===== config.mk =====
export PLATFORM = sky130hd
export DESIGN_NAME = snake_control
export DESIGN_NICKNAME = d
export VERILOG_FILES = /design/src/rtl/snake_control.sv
export SDC_FILE = /design/constraint.sdc
export NUM_CORES = 1
export LEC_CHECK = 0
export ABC_AREA = 1
export CAP_MARGIN = 40
export CORE_ASPECT_RATIO = 2
export CORE_MARGIN = 2
export CORE_UTILIZATION = 50
export CTS_BUF_LIST = sky130_fd_sc_hd__clkbuf_8
export CTS_CLUSTER_SIZE = 28
export DETAILED_ROUTE_END_ITERATION = 10
export MAX_ROUTING_LAYER = met4
export PLACE_DENSITY = 0.76
export SETUP_SLACK_MARGIN = 0.3
export SYNTH_ARGS = -nofsm -noshare
export SYNTH_HDL_FRONTEND = slang
export SYNTH_SLANG_ARGS = --single-unit

===== constraint.sdc =====
create_clock -name CLK -period 4.1 [get_ports CLK]
set_clock_uncertainty 0.2 [all_clocks]
set_input_delay 1.23 -clock CLK [delete_from_list [all_inputs] [get_ports CLK]]
set_output_delay 1.23 -clock CLK [all_outputs]
set_load 0.01 [all_outputs]

===== src/rtl/snake_control.sv =====
// snake_control: snake body store, movement FSM, target handshake, score and pixel lookup.
// Optional feature macro SNAKE_WRAP_EN: head wraps at the borders instead of dying on walls.
module snake_control #(
   parameter int MAX_LEN  = 16,
   parameter int INIT_LEN = 4,
   parameter int TICK_DIV = 5_000_000,
   parameter int H_MAX    = 160,
   parameter int V_MAX    = 120
) (
   input  logic       CLK,
   input  logic       RESET,
   input  logic       BTN_U,
   input  logic       BTN_D,
   input  logic       BTN_L,
   input  logic       BTN_R,
   input  logic [7:0] TARGET_ADDRH,
   input  logic [6:0] TARGET_ADDRV,
   output logic       TARGET_REACHED,
   input  logic [7:0] PIX_X,
   input  logic [6:0] PIX_Y,
   output logic       SNAKE_PIXEL,
   output logic       HEAD_PIXEL,
   output logic [7:0] SCORE,
   output logic       GAME_OVER
);
   localparam int LW = $clog2(MAX_LEN + 1);
   localparam int TW = (TICK_DIV > 1) ? $clog2(TICK_DIV) : 1;

   typedef enum logic [1:0] {IDLE, PLAY, DEAD} state_t;
   // Reverse directions differ only in bit 0.
   typedef enum logic [1:0] {D_UP, D_DOWN, D_LEFT, D_RIGHT} dir_t;

   state_t                  state_q, state_d;
   dir_t                    dir_q, dir_d, pend_q, pend_d;
   logic [TW-1:0]           tick_q, tick_d;
   logic [LW-1:0]           len_q, len_d;
   logic [7:0]              score_q, score_d;
   logic                    tr_q, tr_d;
   logic [MAX_LEN-1:0][7:0] segx_q, segx_d;
   logic [MAX_LEN-1:0][6:0] segy_q, segy_d;
   logic                    snake_pix_q, head_pix_q;

   logic       btn_any, btn_ok, step, wall, self_hit, pix_hit;
   dir_t       btn_dir;
   logic [8:0] nx;
   logic [7:0] ny;
   logic [7:0] hx;
   logic [6:0] hy;

   always_comb begin
      btn_any = BTN_U | BTN_D | BTN_L | BTN_R;
      btn_dir = D_RIGHT;
      if (BTN_U)      btn_dir = D_UP;
      else if (BTN_D) btn_dir = D_DOWN;
      else if (BTN_L) btn_dir = D_LEFT;
      btn_ok = btn_any && (btn_dir != dir_t'(dir_q ^ 2'b01));
   end

   assign step = (tick_q == TW'(TICK_DIV - 1));

   // Candidate head in one extra bit so that -1 and H_MAX/V_MAX are visible.
   always_comb begin
      nx = {1'b0, segx_q[0]};
      ny = {1'b0, segy_q[0]};
      case (pend_q)
         D_UP:    ny = ny - 8'd1;
         D_DOWN:  ny = ny + 8'd1;
         D_LEFT:  nx = nx - 9'd1;
         default: nx = nx + 9'd1;
      endcase
`ifdef SNAKE_WRAP_EN
      wall = 1'b0;
      hx = (nx == 9'h1FF) ? 8'(H_MAX - 1) : (nx == 9'(H_MAX)) ? 8'd0 : nx[7:0];
      hy = (ny == 8'hFF)  ? 7'(V_MAX - 1) : (ny == 8'(V_MAX)) ? 7'd0 : ny[6:0];
`else
      wall = (nx >= 9'(H_MAX)) || (ny >= 8'(V_MAX));
      hx = nx[7:0];
      hy = ny[6:0];
`endif
   end

   // The tail is excluded: it moves away on the same step.
   always_comb begin
      self_hit = 1'b0;
      pix_hit  = 1'b0;
      for (int j = 0; j < MAX_LEN; j++) begin
         if ((LW'(j) + LW'(1) < len_q) && segx_q[j] == hx && segy_q[j] == hy) self_hit = 1'b1;
         if ((LW'(j) < len_q) && segx_q[j] == PIX_X && segy_q[j] == PIX_Y) pix_hit = 1'b1;
      end
   end

   always_comb begin
      state_d = state_q;
      dir_d   = dir_q;
      pend_d  = pend_q;
      tick_d  = tick_q;
      len_d   = len_q;
      score_d = score_q;
      tr_d    = 1'b0;
      segx_d  = segx_q;
      segy_d  = segy_q;
      case (state_q)
         IDLE: begin
            tick_d = '0;
            if (btn_ok) begin
               pend_d  = btn_dir;
               state_d = PLAY;
            end
         end
         PLAY: begin
            if (btn_ok) pend_d = btn_dir;
            tick_d = step ? '0 : tick_q + 1'b1;
            if (step) begin
               dir_d = pend_q;
               if (wall || self_hit) begin
                  state_d = DEAD;
               end else begin
                  segx_d = {segx_q[MAX_LEN-2:0], hx};
                  segy_d = {segy_q[MAX_LEN-2:0], hy};
                  if (hx == TARGET_ADDRH && hy == TARGET_ADDRV) begin
                     tr_d = 1'b1;
                     if (len_q != LW'(MAX_LEN)) len_d = len_q + 1'b1;
                     if (score_q != 8'hFF)      score_d = score_q + 1'b1;
                  end
               end
            end
         end
         default: ;
      endcase
   end

   always_ff @(posedge CLK) begin
      if (RESET) begin
         state_q     <= IDLE;
         dir_q       <= D_RIGHT;
         pend_q      <= D_RIGHT;
         tick_q      <= '0;
         len_q       <= LW'(INIT_LEN);
         score_q     <= 8'd0;
         tr_q        <= 1'b0;
         snake_pix_q <= 1'b0;
         head_pix_q  <= 1'b0;
         for (int i = 0; i < MAX_LEN; i++) begin
            segx_q[i] <= 8'(20 - i);
            segy_q[i] <= 7'd60;
         end
      end else begin
         state_q     <= state_d;
         dir_q       <= dir_d;
         pend_q      <= pend_d;
         tick_q      <= tick_d;
         len_q       <= len_d;
         score_q     <= score_d;
         tr_q        <= tr_d;
         segx_q      <= segx_d;
         segy_q      <= segy_d;
         snake_pix_q <= pix_hit;
         head_pix_q  <= (segx_q[0] == PIX_X) && (segy_q[0] == PIX_Y);
      end
   end

   assign TARGET_REACHED = tr_q;
   assign SNAKE_PIXEL    = snake_pix_q;
   assign HEAD_PIXEL     = head_pix_q;
   assign SCORE          = score_q;
   assign GAME_OVER      = (state_q == DEAD);
endmodule

Word-level counts from Yosys, hierarchy flattened
Index checks and enable logic that the tools add are counted.

storage, ports and cells
  register bits = 285
  input port bits = 36
  output and inout bits = 12
  logic and storage cells = 276

cells by class
  add/subtract/negate cells = 7
  $lt $le $gt $ge = 19
  eq/ne operators = 77
  muxes and demuxes = 44
  bitwise operators = 7
  reduce and logical (&&, ||, !) cells = 81

operator list
  kind                                                                                 count
  8-bit == test                                                                        33
  7-bit == test                                                                        33
  1-bit logical AND                                                                    67
  23-bit one-hot mux with 2 select lines                                               1
  4-bit by 5-bit < comparator with 1-bit output, first input constant                  8
  1-bit two-way mux                                                                    34
  23-bit by 1-bit adder with 23-bit output, second input constant                      1
  23-bit == test, second input constant                                                1
  23-bit two-way mux                                                                   1
  3-bit by 5-bit < comparator with 1-bit output, first input constant                  4
  9-bit one-hot mux with 2 select lines                                                1
  8-bit one-hot mux with 2 select lines                                                1
  1-bit by 5-bit < comparator with 1-bit output, first input constant                  2
  2-bit by 5-bit < comparator with 1-bit output, first input constant                  2
  2-bit two-way mux                                                                    5
  5-bit AND reduction                                                                  2
  8-bit by 1-bit adder with 9-bit output, second input constant                        1
  9-bit by 8-bit greater-or-equal comparator with 1-bit output, second input constant  1
  8-bit by 1-bit subtractor with 9-bit output, second input constant                   1
  7-bit by 1-bit adder with 8-bit output, second input constant                        1
  8-bit by 1-bit adder with 8-bit output, second input constant                        1
  8-bit by 7-bit greater-or-equal comparator with 1-bit output, second input constant  1
  8-bit != test, second input constant                                                 1
  7-bit by 1-bit subtractor with 8-bit output, second input constant                   1
  18 further kinds                                                                     31

Depth between registers and ports, before layout
  word-level depth = 26
  depth in mapped cells = 31
  gate-level depth less buffers = 27

Least setup slack after synthesis
Ideal clock, no wire load.

  path kind = register to register
  start point = register pend_q[1]
  end point = register segy_q[60] (netlist name)
  setup time = 138 ps
  data arrival time = 3,842 ps
  data required time = 3,762 ps
  slack = -80 ps
  cell stages (with the launch flop) = 29
  cells stage by stage = dfxtp_1 buf_4 buf_6 buf_4 buf_2 nor2_1 inv_1 ha_1 a21oi_1 nand2_1 nand2_1 a21oi_1 o21ai_1 nand3_1 nand2_2 buf_2 nand2_1 nand2_1 nor2_1 nand3_1 nand2_1 nor2_1 nand2_2 nor2_8 nand2_4 buf_4 buf_2 nand2_1 o211ai_1

between the ends
  word-level cells in the longest chain between the ends = 25
  elaborated cells on any way between the ends = 92
  those cells by class = 2 x order compare; 34 x eq/ne; 18 x mux; 1 x bitwise; 37 x reduce/logical

RTL lines
  element                                                                               RTL line  source
  from (decl)                                                                           34        dir_t dir_q, dir_d, pend_q, pend_d;
  from (signal assigned)                                                                150       pend_q <= pend_d;
  2-bit by 1-bit == test with 1-bit output / 2-bit logical NOT (equally long branches)  65        case (pend_q)
  2-bit OR reduction (no source line)                                                   --
  9-bit one-hot mux with 2 select lines                                                 65
  8-bit == test                                                                         87        if ((LW'(j) + LW'(1) < len_q) && segx_q[j] == hx && segy_q[j] == hy) self_hit = 1'b1;
  1-bit logical AND (2 in a row)                                                        87
  1-bit two-way mux (16 in a row)                                                       87
  1-bit logical OR (*)                                                                  115       if (wall || self_hit) begin
  1-bit NOT (no source line) (*)                                                        --
  3-bit AND reduction (no source line) (*)                                              --
  to (signal assigned)                                                                  156       segy_q <= segy_d;
  to (decl)                                                                             40        logic [MAX_LEN-1:0][6:0] segy_q, segy_d;

Mark *: on every way between the ends. The rest lies on a longest branch, timed or not.
A chain may end at the register's enable or synchronous reset.

Final worst setup path
  start point = register pend_q[0]
  end point = register segx_q[24] (netlist name)

between the ends
  word-level cells in the longest chain between the ends = 25
  elaborated cells on any way between the ends = 92
  those cells by class = 2 x order compare; 34 x eq/ne; 18 x mux; 1 x bitwise; 37 x reduce/logical

RTL lines
  element                                                                               RTL line  source
  2-bit by 1-bit == test with 1-bit output / 2-bit logical NOT (equally long branches)  65
  2-bit OR reduction (no source line)                                                   --
  9-bit one-hot mux with 2 select lines                                                 65
  8-bit == test                                                                         87
  1-bit logical AND (2 in a row)                                                        87
  1-bit two-way mux (16 in a row)                                                       87
  1-bit logical OR (*)                                                                  115
  1-bit NOT (no source line) (*)                                                        --
  3-bit AND reduction (no source line) (*)                                              --
  to (signal, indexed assignment)                                                       144       segx_q[i] <= 8'(20 - i);
  to (signal assigned)                                                                  155       segx_q <= segx_d;
  to (decl)                                                                             39        logic [MAX_LEN-1:0][7:0] segx_q, segx_d;

Marked as above.

==> summary.md <==
| Metric | Value |
|---|---|
| Run status | finished, violations left |
| Violated checks | negative setup slack |
| Crit-path most repeated cell | sky130_fd_sc_hd__nor2_4 |
| Worst Hold End | tick_q[22]$_SDFFE_PP0P_ |
| Worst skew pair latency | 640 ps |
| Cell chosen for the clock root | sky130_fd_sc_hd__clkbuf_8 |
| Number of library cell types mapped by synthesis | 53 |
| Startpoint of the most critical hold path | tick_q[22]$_SDFFE_PP0P_ |
| Multi-input gate area | 12100 um^2 |
| Final layout net count | 3197 |
| Portion of the clock cycle consumed by the worst path in the final layout | 102% |
| Horizontal die dimension | 141 um |
| Top-Level Pins | 48 |
| Synthesized netlist net count | 3002 |
| Cell area power density | 287 nW/um^2 |
| Sum Neg Setup Slack | -3750 ps |
| Sw Ratio | 32.6% |
| TritonCTS clock tree | yes |
| Number of global-route vias before repair | 20300 |
| Final worst slack | -87.4 ps |
| Actual transition at the worst max-transition pin | 691 ps |
| Proportion of netlist area held by the largest area contributor | 30.3% |
| Number of cells on the worst reg-to-reg path | 25 |
| Synth Cell Area | 18800 um^2 |
| Internal power contribution | 4.65 mW |
| Worst R2R Start | pend_q[0]$_SDFFE_PP1P_ |
| Syn-to-layout area delta | 27.5% |
| Total gr overflow | 0 |
| Sequential-to-total area share from yosys stat | 30.3% |
| Largest delay share family, worst path | simple AND/OR/NAND/NOR gates |
| Unrepaired setup endpoints after global routing | true |
| DP Worst Slack | -263 ps |
| Sinks on the clock net | 285 |
| H-tree depth reported by CTS | 2 |
| Die outline area | 39300 um^2 |
| Arrival time worst endpoint | 4480 ps |
| Setup slack of the most critical reg-to-reg path | -90 ps |
| Area used by sequential logic in the layout | 5710 um^2 |
| Global-route wire length before repair | 125 mm |
| Final antenna-violating net count | 0 |
| Number of antenna violations at the first check in global routing | 2 |
| Aggregate routed wire length | 88.5 mm |
| Avg Synthesized Cell Area | 6.38 um^2 |
| NetSw | 2.25 mW |
| Final routed DRC violation total | 0 |
| Worst Setup Start Kind | register |
| Number of inserted filler cells in the final layout | 3349 |
| Max-Cap Viols | 0 |
| Number of clock buffers inserted by TritonCTS | 44 |
| Top fanout value on the critical path | 7 |
| Worst path buffer plus inverter count | 6 |
| Worst stage delay on the critical path | 490 ps |
| Predominant post-synthesis flop cell | sky130_fd_sc_hd__dfxtp_1 |
| Endpoint kind of the worst setup timing path | register |
| Endpoint of the worst-slack reg-to-reg timing path | segx_q[24]$_SDFFE_PP1P_ |
| DR vias | 22000 |
| Hold Path Cell Cnt | 2 |
| GRT Overall Usage | 43.5% |
| Fraction of registers with async set/reset | 0% |
| Number of buffers on the longest clock path | 3 |
| Yosys warning count | 0 |
| Combinational share of power | 21.9% |
| Leakage power | 11.1 nW |
| Seq pwr share | 40.2% |
| Final RePlAce weighted congestion | 1.04 |
| Cell types with the largest area share after synthesis | sky130_fd_sc_hd__dfxtp_1 (30%), sky130_fd_sc_hd__nand2_1 (16%), sky130_fd_sc_hd__nor2_1 (8.8%) |
| Most numerous cell in the Yosys netlist | sky130_fd_sc_hd__nand2_1 |
| Crit path time final | 4190 ps |
| Post-Route Hold Slack | 278 ps |
| Ratio of routed vias to standard cells | 6.03 |
| Initial cell density of the core | 50.7% |
| Leading area contributor after synthesis | sky130_fd_sc_hd__dfxtp_1 |
| Slowest cell on the critical path | sky130_fd_sc_hd__fa_1 |
| Final standard cell count with taps included and fillers excluded | 3643 |
| Worst max-slew margin expressed relative to the limit | 53.5% |
| EDFF count, synth | 0 |
| Total of buffers placed on input and output ports | 47 |
| Ratio of cells with drive above 1 in the final layout | 16.9% |
| Floorplan die height | 279 um |
| Type of the most critical hold path | reg2reg |
| Total half-perimeter wirelength after legalization and detailed placement | 63.3 mm |
| Worst supply voltage drop on vdd | 0.307 mV |
| Critical path type | reg2reg |
| Maximum number of pins on one net before global-route repair | 98 |
| Count of mapped cells out of synthesis | 2954 |
| Clock group share of total power | 37.9% |
| Routed wire per std cell | 24.3 um |
| Number of DRC markers in iteration 0 | 2229 |
| Placeable core area | 37200 um^2 |
| Data required time of the worst path | 4390 ps |
| Iteration count of the initial detailed-routing pass | 5 |
| Placed cell count | 3511 |
| Max Slew Vio Count | 0 |
| Maximum clock frequency | 0.239 GHz |
| Final Hold Violating Endpoints | 0 |
| Cell types with the highest counts after synthesis | sky130_fd_sc_hd__nand2_1 (819), sky130_fd_sc_hd__nor2_1 (442), sky130_fd_sc_hd__dfxtp_1 (285), sky130_fd_sc_hd__inv_1 (250), sky130_fd_sc_hd__nand3_1 (196) |
| Floorplan row count | 100 |
| Register clock-pin slew on the reported worst setup and hold paths | 80 ps |
| Total setup violations reported at the end of the flow | 112 |
| Flip-flop and latch count after synthesis | 285 |
-- routing by layer --
layer | part of all wire, % | track usage, % | up-vias
met3 | 7.8 | 6.09 | 529
met5 | 0 | - | -
met2 | 47 | 72.0 | 1298
met1 | 34 | 47.0 | 10200
met4 | 11 | 32.2 | 0
li1 | - | - | 9947
-- state kept, by name, summed over array words and instances (netlist names) --
name            cells
segx_q            128
segy_q            112
tick_q             23
SCORE               8
len_q               5
dir_q               2
pend_q              2
state_q             2
HEAD_PIXEL          1
SNAKE_PIXEL         1
TARGET_REACHED      1
-- cell usage in the layout, fill, tap and decap left out, types with 59 or more instances in the layout --
| cell type | n |
|---|---|
| sky130_fd_sc_hd__buf_4 | 149 |
| sky130_fd_sc_hd__inv_1 | 258 |
| sky130_fd_sc_hd__xnor2_1 | 122 |
| sky130_fd_sc_hd__nand4_1 | 59 |
| sky130_fd_sc_hd__nor2_1 | 365 |
| sky130_fd_sc_hd__buf_12 | 61 |
| sky130_fd_sc_hd__xor2_1 | 107 |
| sky130_fd_sc_hd__o211ai_1 | 90 |
| sky130_fd_sc_hd__dfxtp_1 | 282 |
| sky130_fd_sc_hd__nand2_1 | 777 |
| sky130_fd_sc_hd__nand3_1 | 181 |
| sky130_fd_sc_hd__o21ai_0 | 154 |
-- power groups by stage --
| stage | registers, mW | clock network [mW] | logic (mW) |
|---|---|---|---|
| after floorplan | 2.84 | 0 | 0.739 |
| after global placement | 2.84 | 0 | 1.33 |
| after detailed placement | 2.84 | 0 | 1.34 |
| after CTS | 2.78 | 2.61 | 1.40 |
| after global routing | 2.78 | 2.73 | 1.58 |
| final | 2.78 | 2.61 | 1.51 |
-- what timing repair did --
item	4_1_cts	5_1_grt
buffers inserted	13	15
endpoints found under the hold margin	0	0
hold buffers	0	0
gates resized for setup	54	209
pin swaps	19	32
setup endpoints to repair	256	257
gates cloned	4	19
-- area by class of cell --
type	instances	share of cell area, %
Antenna cell	2	0.0208
Tap cell	459	2.39
Clock inverter	26	0.745
Inverter	261	4.20
Timing Repair Buffer	305	15.6
Clock buffer	53	3.04
Sequential cell	285	23.8
Multi-Input combinational cell	2252	50.3
-- worst max-delay path by stage --
stage	start	to	slack, ps	depth (start not counted)
final	pend_q[0]$_SDFFE_PP1P_	segx_q[24]$_SDFFE_PP1P_	-90	25
after detailed placement	pend_q[0]$_SDFFE_PP1P_	segx_q[102]$_SDFFE_PP0P_	-260	29
after global routing	pend_q[0]$_SDFFE_PP1P_	segx_q[117]$_SDFFE_PP0P_	-200	29
after floorplan	pend_q[1]$_SDFFE_PP1P_	segy_q[66]$_SDFFE_PP1P_	320	25
after global placement	pend_q[0]$_SDFFE_PP1P_	state_q[0]$_SDFFE_PP0P_	-230	26
after CTS	pend_q[0]$_SDFFE_PP1P_	segy_q[85]$_SDFFE_PP0P_	120	26
-- worst reg2reg max path, delay by kind of cell, from the launching register on --
kind,cells,cell delay [ps]
and+or+nand+nor,17,1910
buffers and inverters,6,900
adders and majority gates,1,490
DFF,1,360
AOI/OAI and AO/OA,1,190
-- cell families after synthesis --
| logic type | after synthesis | synth area share, % |
|---|---|---|
| AO/OA/AOI/OAI | 388 | 12.5 |
| XOR/XNOR | 232 | 10.8 |
| adder cells (fa/ha/maj) | 12 | 0.837 |
| AND/OR/NAND/NOR | 1620 | 36.0 |
| buffers and inverters | 417 | 9.63 |
| flip-flops | 285 | 30.3 |
-- metrics by stage --
stage	util (%)	total power, mW	instance area (um^2)
6_report	64.7	6.90	24000
3_5_place_dp	57.6	4.18	21400
2_1_floorplan	-	3.58	19000
4_1_cts	61.3	6.78	22800
3_3_place_gp	57.5	4.17	21400
5_1_grt	64.7	7.08	24000
(Power assumes the default switching activity.)
